**config.mk**
```make
export PLATFORM = sky130hd
export DESIGN_NAME = updown_digit_counter
export DESIGN_NICKNAME = d
export VERILOG_FILES = /design/src/rtl/counter_pkg.sv /design/src/rtl/seg_scan_mux.sv /design/src/rtl/updown_digit_counter.sv
export SDC_FILE = /design/constraint.sdc
export NUM_CORES = 1
export LEC_CHECK = 0
export ABC_AREA = 0
export BUFFER_PORTS_ARGS = -buffer_cell sky130_fd_sc_hd__buf_2
export CAP_MARGIN = 5
export CORE_ASPECT_RATIO = 0.75
export CORE_UTILIZATION = 62
export CTS_CLUSTER_DIAMETER = 50
export DETAILED_ROUTE_END_ITERATION = 12
export GPL_TIMING_DRIVEN = 0
export PLACE_DENSITY_LB_ADDON = 0.05
export RECOVER_POWER = 100
export SLEW_MARGIN = 20
export SYNTH_ARGS = -nofsm -noshare
export SYNTH_HDL_FRONTEND = slang
export SYNTH_SLANG_ARGS = --single-unit
```
**constraint.sdc**
```tcl
create_clock -name clk -period 5.2 [get_ports clk]
set_clock_uncertainty 0.15 [all_clocks]
set_input_delay 0.26 -clock clk [delete_from_list [all_inputs] [get_ports clk]]
set_output_delay 0.26 -clock clk [all_outputs]
set_load 0.02 [all_outputs]
```
**src/rtl/counter_pkg.sv**
```systemverilog
// Shared types and 7-segment glyph table for the up/down digit counter.
// Glyph bit order is {a,b,c,d,e,f,g}, active-low.
package counter_pkg;

   typedef logic [3:0] digit_t;

   localparam logic [6:0] SEG_BLANK = 7'b1111111;

   localparam logic [6:0] GLYPH [16] = '{
      7'b0000001, 7'b1001111, 7'b0010010, 7'b0000110,
      7'b1001100, 7'b0100100, 7'b0100000, 7'b0001111,
      7'b0000000, 7'b0000100, 7'b0001000, 7'b1100000,
      7'b0110001, 7'b1000010, 7'b0110000, 7'b0111000
   };

endpackage

```
**src/rtl/seg_scan_mux.sv**
```systemverilog
// Multiplexed common-anode scan: divider, digit index, anode decode and glyph lookup.
// Optional LZ_BLANK_EN blanks leading zero digits (digit 0 always shown).
module seg_scan_mux #(
   parameter int N_DIGITS = 4,
   parameter int SCAN_DIV = 100000
) (
   input  logic                  clk,
   input  logic                  res,
   input  logic [4*N_DIGITS-1:0] count,
   output logic [6:0]            seg,
   output logic [N_DIGITS-1:0]   an
);
   import counter_pkg::*;

   localparam int CNT_W = $clog2(SCAN_DIV);
   localparam int IDX_W = (N_DIGITS > 1) ? $clog2(N_DIGITS) : 1;
   localparam logic [CNT_W-1:0] CNT_LAST = CNT_W'(SCAN_DIV - 1);
   localparam logic [IDX_W-1:0] IDX_LAST = IDX_W'(N_DIGITS - 1);

   logic [CNT_W-1:0]    scan_cnt;
   logic [IDX_W-1:0]    idx;
   digit_t              cur;
   logic [6:0]          seg_next;
   logic [N_DIGITS-1:0] an_next;

   always_comb begin
      cur      = count[{idx, 2'b00} +: 4];
      an_next  = ~(N_DIGITS'(1) << idx);
      seg_next = GLYPH[cur];
`ifdef LZ_BLANK_EN
      if (idx != '0 && (count >> {idx, 2'b00}) == '0)
         seg_next = SEG_BLANK;
`else
`endif
   end

   // Anode and glyph latch together with the index step, so they never disagree.
   always_ff @(posedge clk or posedge res) begin
      if (res) begin
         scan_cnt <= '0;
         idx      <= '0;
         an       <= '1;
         seg      <= SEG_BLANK;
      end else if (scan_cnt == CNT_LAST) begin
         scan_cnt <= '0;
         idx      <= (idx == IDX_LAST) ? '0 : idx + 1'b1;
         an       <= an_next;
         seg      <= seg_next;
      end else begin
         scan_cnt <= scan_cnt + 1'b1;
      end
   end

endmodule

```
**src/rtl/updown_digit_counter.sv**
```systemverilog
// N-digit up/down counter (BCD or hex digits) with wrap/saturate, parallel load and
// built-in 7-segment scan. Define LZ_BLANK_EN to blank leading zero digits.
module updown_digit_counter #(
   parameter int N_DIGITS  = 4,
   parameter int RADIX     = 10,
   parameter int RESET_VAL = 3,
   parameter int WRAP      = 1,
   parameter int SCAN_DIV  = 100000
) (
   input  logic                  clk,
   input  logic                  res,
   input  logic                  step_valid,
   input  logic                  dir_up,
   input  logic                  load,
   input  logic [4*N_DIGITS-1:0] load_val,
   output logic [4*N_DIGITS-1:0] count,
   output logic                  ovf,
   output logic                  unf,
   output logic                  a,
   output logic                  b,
   output logic                  c,
   output logic                  d,
   output logic                  e,
   output logic                  f,
   output logic                  g,
   output logic                  dp,
   output logic [N_DIGITS-1:0]   an
);
   import counter_pkg::*;

   localparam int W = 4 * N_DIGITS;
   localparam digit_t DMAX = digit_t'(RADIX - 1);

   function automatic logic [W-1:0] to_digits(input int val);
      logic [W-1:0] r;
      int           v;
      r = '0;
      v = val;
      for (int i = 0; i < N_DIGITS; i++) begin
         r[i*4 +: 4] = digit_t'(v % RADIX);
         v = v / RADIX;
      end
      return r;
   endfunction

   localparam logic [W-1:0] RESET_DIGITS = to_digits(RESET_VAL);

   function automatic logic [W-1:0] clamp_load(input logic [W-1:0] v);
      logic [W-1:0] r;
      r = v;
      for (int i = 0; i < N_DIGITS; i++)
         if (v[i*4 +: 4] > DMAX) r[i*4 +: 4] = DMAX;
      return r;
   endfunction

   // MSB of the result is the carry out of the top digit, i.e. "was at maximum".
   function automatic logic [W:0] step_up(input logic [W-1:0] v);
      logic [W-1:0] r;
      logic         carry;
      digit_t       dg;
      r     = v;
      carry = 1'b1;
      for (int i = 0; i < N_DIGITS; i++) begin
         dg = v[i*4 +: 4];
         if (carry) begin
            if (dg == DMAX) dg = '0;
            else begin
               dg    = dg + 1'b1;
               carry = 1'b0;
            end
         end
         r[i*4 +: 4] = dg;
      end
      return {carry, r};
   endfunction

   function automatic logic [W:0] step_down(input logic [W-1:0] v);
      logic [W-1:0] r;
      logic         borrow;
      digit_t       dg;
      r      = v;
      borrow = 1'b1;
      for (int i = 0; i < N_DIGITS; i++) begin
         dg = v[i*4 +: 4];
         if (borrow) begin
            if (dg == '0) dg = DMAX;
            else begin
               dg     = dg - 1'b1;
               borrow = 1'b0;
            end
         end
         r[i*4 +: 4] = dg;
      end
      return {borrow, r};
   endfunction

   logic [W:0] up_next;
   logic [W:0] dn_next;
   logic [6:0] seg;

   assign up_next = step_up(count);
   assign dn_next = step_down(count);

   always_ff @(posedge clk or posedge res) begin
      if (res) begin
         count <= RESET_DIGITS;
         ovf   <= 1'b0;
         unf   <= 1'b0;
      end else begin
         ovf <= 1'b0;
         unf <= 1'b0;
         if (load) begin
            count <= clamp_load(load_val);
         end else if (step_valid) begin
            if (dir_up) begin
               ovf <= up_next[W];
               if (!up_next[W] || WRAP != 0) count <= up_next[W-1:0];
            end else begin
               unf <= dn_next[W];
               if (!dn_next[W] || WRAP != 0) count <= dn_next[W-1:0];
            end
         end
      end
   end

   seg_scan_mux #(
      .N_DIGITS(N_DIGITS),
      .SCAN_DIV(SCAN_DIV)
   ) u_scan (
      .clk  (clk),
      .res  (res),
      .count(count),
      .seg  (seg),
      .an   (an)
   );

   assign {a, b, c, d, e, f, g} = seg;
   assign dp = 1'b1;

endmodule

```
==> impl_metrics.env <==
export IMPL_status="finished, violations left"
export IMPL_violations="capacitance limit, slew limit"
export IMPL_cts_sinks=48
export IMPL_worst_r2r_endpoint="u_scan.seg[3]"
export IMPL_io_pin_count=51
export IMPL_min_path_type="primary input to register"
export IMPL_syn_inst=363
export IMPL_path_buf_inv=4
export IMPL_final_common_cell="clkbuf_1"
export IMPL_rsz0062_at_grt="no"
export IMPL_layout_nets=452
export IMPL_die_w_um=85.4
export IMPL_slowest_stage="clkbuf_1"
export IMPL_p_leak_nw=1.46
export IMPL_power_density_mw_per_mm2=253
export IMPL_hold_depth=3
export IMPL_critPathLaunchType="primary input"
export IMPL_cts_buffer_depth=2
export IMPL_routedWlPerCell_um=16.4
export IMPL_ys_warn_count=0
export IMPL_finalMaxSlewViolations=34
export IMPL_critPathKind="primary input to asynchronous set/reset pin"
export IMPL_synth_area_sq_mm=0.00323
export IMPL_dr_pass1_iters=5
export IMPL_cp_arrival_ns=2.68
export IMPL_min_to="count[1]"
export IMPL_cp_cell_sequence="dlygate4sd3_1, buf_2, inv_1, clkbuf_1"
export IMPL_critPathMaxStageDelay_ns=1.32
export IMPL_syn_mean_instance_area_sq_um=8.91
export IMPL_n_antenna_cell=0
export IMPL_overflow=0
export IMPL_ff2ff_setup_slack_ns=2.47
export IMPL_ys_seq_area_frac=0.377
export IMPL_setup_viol=0
export IMPL_min_from="load_val[1]"
export IMPL_wl_um=7900
export IMPL_drt_iter0_drc=230
export IMPL_die_height_um=64.5
export IMPL_synth_seq_cells=48
export IMPL_die_area_sq_mm=0.00551
export IMPL_antenna_found_initial=0
export IMPL_design_area_sq_mm=0.00361
export IMPL_final_cell_mix="clkbuf_1, dfrtp_1, o21ai_0"
export IMPL_ys_types=60
export IMPL_clk_latency_ns=0.31
export IMPL_fp_row_count=22
export IMPL_switching_power_uw=318
export IMPL_comb_power_share=0.277
export IMPL_htreeDepth=2
export IMPL_crit_family="buffers and inverters"
export IMPL_grt_max_degree=34
export IMPL_maxCapViolations=1
export IMPL_clock_power_share=0.267
export IMPL_via_count=3002
export IMPL_grt_pass1_wl_um=13200
export IMPL_endpoint_kind="asynchronous set/reset pin"
export IMPL_peakVddDrop_mv=0.199
export IMPL_fin_setup_tns_ns=0
export IMPL_slew_headroom=-0.163
export IMPL_rr_worst_depth=7
export IMPL_drt_antenna_violating_nets=0
export IMPL_clkSlewWorstSetupHoldPaths_ns=0.09
export IMPL_cts_tree="done"
export IMPL_max_freq_ghz=0.366
export IMPL_post_dp_cell_area_sq_mm=0.00357
export IMPL_cp_max_fo=33
export IMPL_fin_crit_sh=0.525
export IMPL_ys_flop_type="dfrtp_1"
export IMPL_cts_buffers=5
export IMPL_finalWorstPathRequiredPeriod_ns=2.73
export IMPL_gp_congestion=0.907
export IMPL_final_util=0.728
export IMPL_drive_gt1_frac=0.131
export IMPL_initial_core_util=0.653
export IMPL_seq_power_share=0.456
export IMPL_dp_hpwl_um=5750
export IMPL_timing_final_hold_violations=0
export IMPL_syn_num_nets=395
export IMPL_critPathRequiredTime_ns=5.15
export IMPL_drc=0
export IMPL_p_int_uw=593
export IMPL_coreArea_sq_mm=0.00495
export IMPL_synth_edf_count=0
export IMPL_via_per_inst=6.24
export IMPL_grt_total_usage=0.310
export IMPL_root_buffer="clkbuf_8"
export IMPL_worst_slew_pin_slew_ns=1.75
export IMPL_r2r_start="count[1]"
export IMPL_grt_pass1_vias=2702
export IMPL_io_buffers=48
export IMPL_switching_share=0.349
export IMPL_synthArstFlopShare=1.00
export IMPL_area_growth_pct=11.5
flip-flops by register name, summed over array words and instances, names as in the netlist:
register	count
u_scan.scan_cnt	17
count	16
u_scan.seg	7
u_scan.an	4
u_scan.idx	2
ovf	1
unf	1
cells by family (layout without fill, tap and decap cells):
group                    after synthesis  in the layout  share of synthesized area
XOR/XNOR                              23             23                     0.0623
multiplexers                          19             19                     0.0882
flip-flops                            48             48                      0.377
AND/OR/NAND/NOR                      122            122                      0.194
AO/OA/AOI/OAI                         92             92                      0.173
adder cells (fa/ha/maj)               11             11                     0.0426
buffers and inverters                 47            105                     0.0619
other                                  1              1                    0.00116
stage by stage:
stage / worst slack (ns) / instances / total power [mW] / hold WS [ns]
after CTS: 2.54 / 481 / 0.913 / 0.0198
after detailed placement: 2.56 / 472 / 0.673 / 0.109
after floorplan: 2.68 / 363 / 0.601 / 0.216
after global placement: 2.57 / 471 / 0.664 / 0.304
after global routing: 2.00 / 481 / 0.957 / 0.0316
final: 2.47 / 481 / 0.911 / 0.0230
layer usage:
layer  vias up  wire length (um)  global-route usage
met1      1423              3630               0.458
met3        12               768              0.0828
met4         0                72              0.0813
li1       1411                 -                   -
met5         -                 0                   0
met2       156              3420               0.453
synth_stat cells (all sizes together) (5+ instances only):
cell type  instances  share of area
clkbuf            15          0.017
dfstp             13           0.11
o21a               5          0.012
nor3               9          0.014
ha                11          0.043
nand3             13          0.020
buf               11          0.020
mux2               7          0.026
nand2             25          0.029
mux2i              7          0.026
dfrtp             35           0.27
nor2              32          0.037
inv               21          0.024
xnor2             15          0.041
nor2b              5         0.0097
nand2b             6          0.012
nor4               8          0.015
xor2               8          0.022
nand4              8          0.015
mux4               5          0.037
o21ai             33          0.051
a21oi             25          0.039
area by class of cell:
| class | instances | area, sq um |
|---|---|---|
| sequential | 48 | 1220 |
| multi-input combinational | 268 | 1800 |
| timing repair buffer | 50 | 219 |
| clock buffer | 6 | 82.6 |
| buffer | 26 | 119 |
| clock inverter | 2 | 15.0 |
| tap | 60 | 75.1 |
| fill | 409 | 1350 |
| inverter | 21 | 78.8 |
power by group through the flow:
stage | Clock, mW | Combinational [mW] | Sequential [mW]
finish | 0.243 | 0.252 | 0.416
global placement | 0 | 0.244 | 0.420
detailed placement | 0 | 0.252 | 0.421
floorplan | 0 | 0.168 | 0.433
global route | 0.260 | 0.279 | 0.418
CTS | 0.245 | 0.254 | 0.414
worst min-delay path: cells and delay by family:
family | cells | cell delay [ns]
buffers and inverters | 1 | 0.10
AO/OA/AOI/OAI | 1 | 0.07
AND/OR/NAND/NOR | 1 | 0.04
what timing repair did:
item / CTS / global route
resized for setup: 0 / 0
endpoints found under the hold margin: 12 / 0
hold buffers: 1 / 0
setup buffers: 0 / 0
how the worst max path moves through the flow:
| stage | from | to | slack [ns] | cells after the start |
|---|---|---|---|---|
| finish | res | u_scan.idx[1] | 2.47 | 4 |
| global route | res | count[2] | 2.00 | 4 |
| CTS | count[1] | u_scan.seg[3] | 2.54 | 7 |
| detailed placement | count[1] | u_scan.seg[3] | 2.56 | 7 |
| global placement | count[1] | u_scan.seg[3] | 2.57 | 7 |
| floorplan | count[1] | u_scan.seg[3] | 2.68 | 7 |
(Power assumes the default switching activity.)
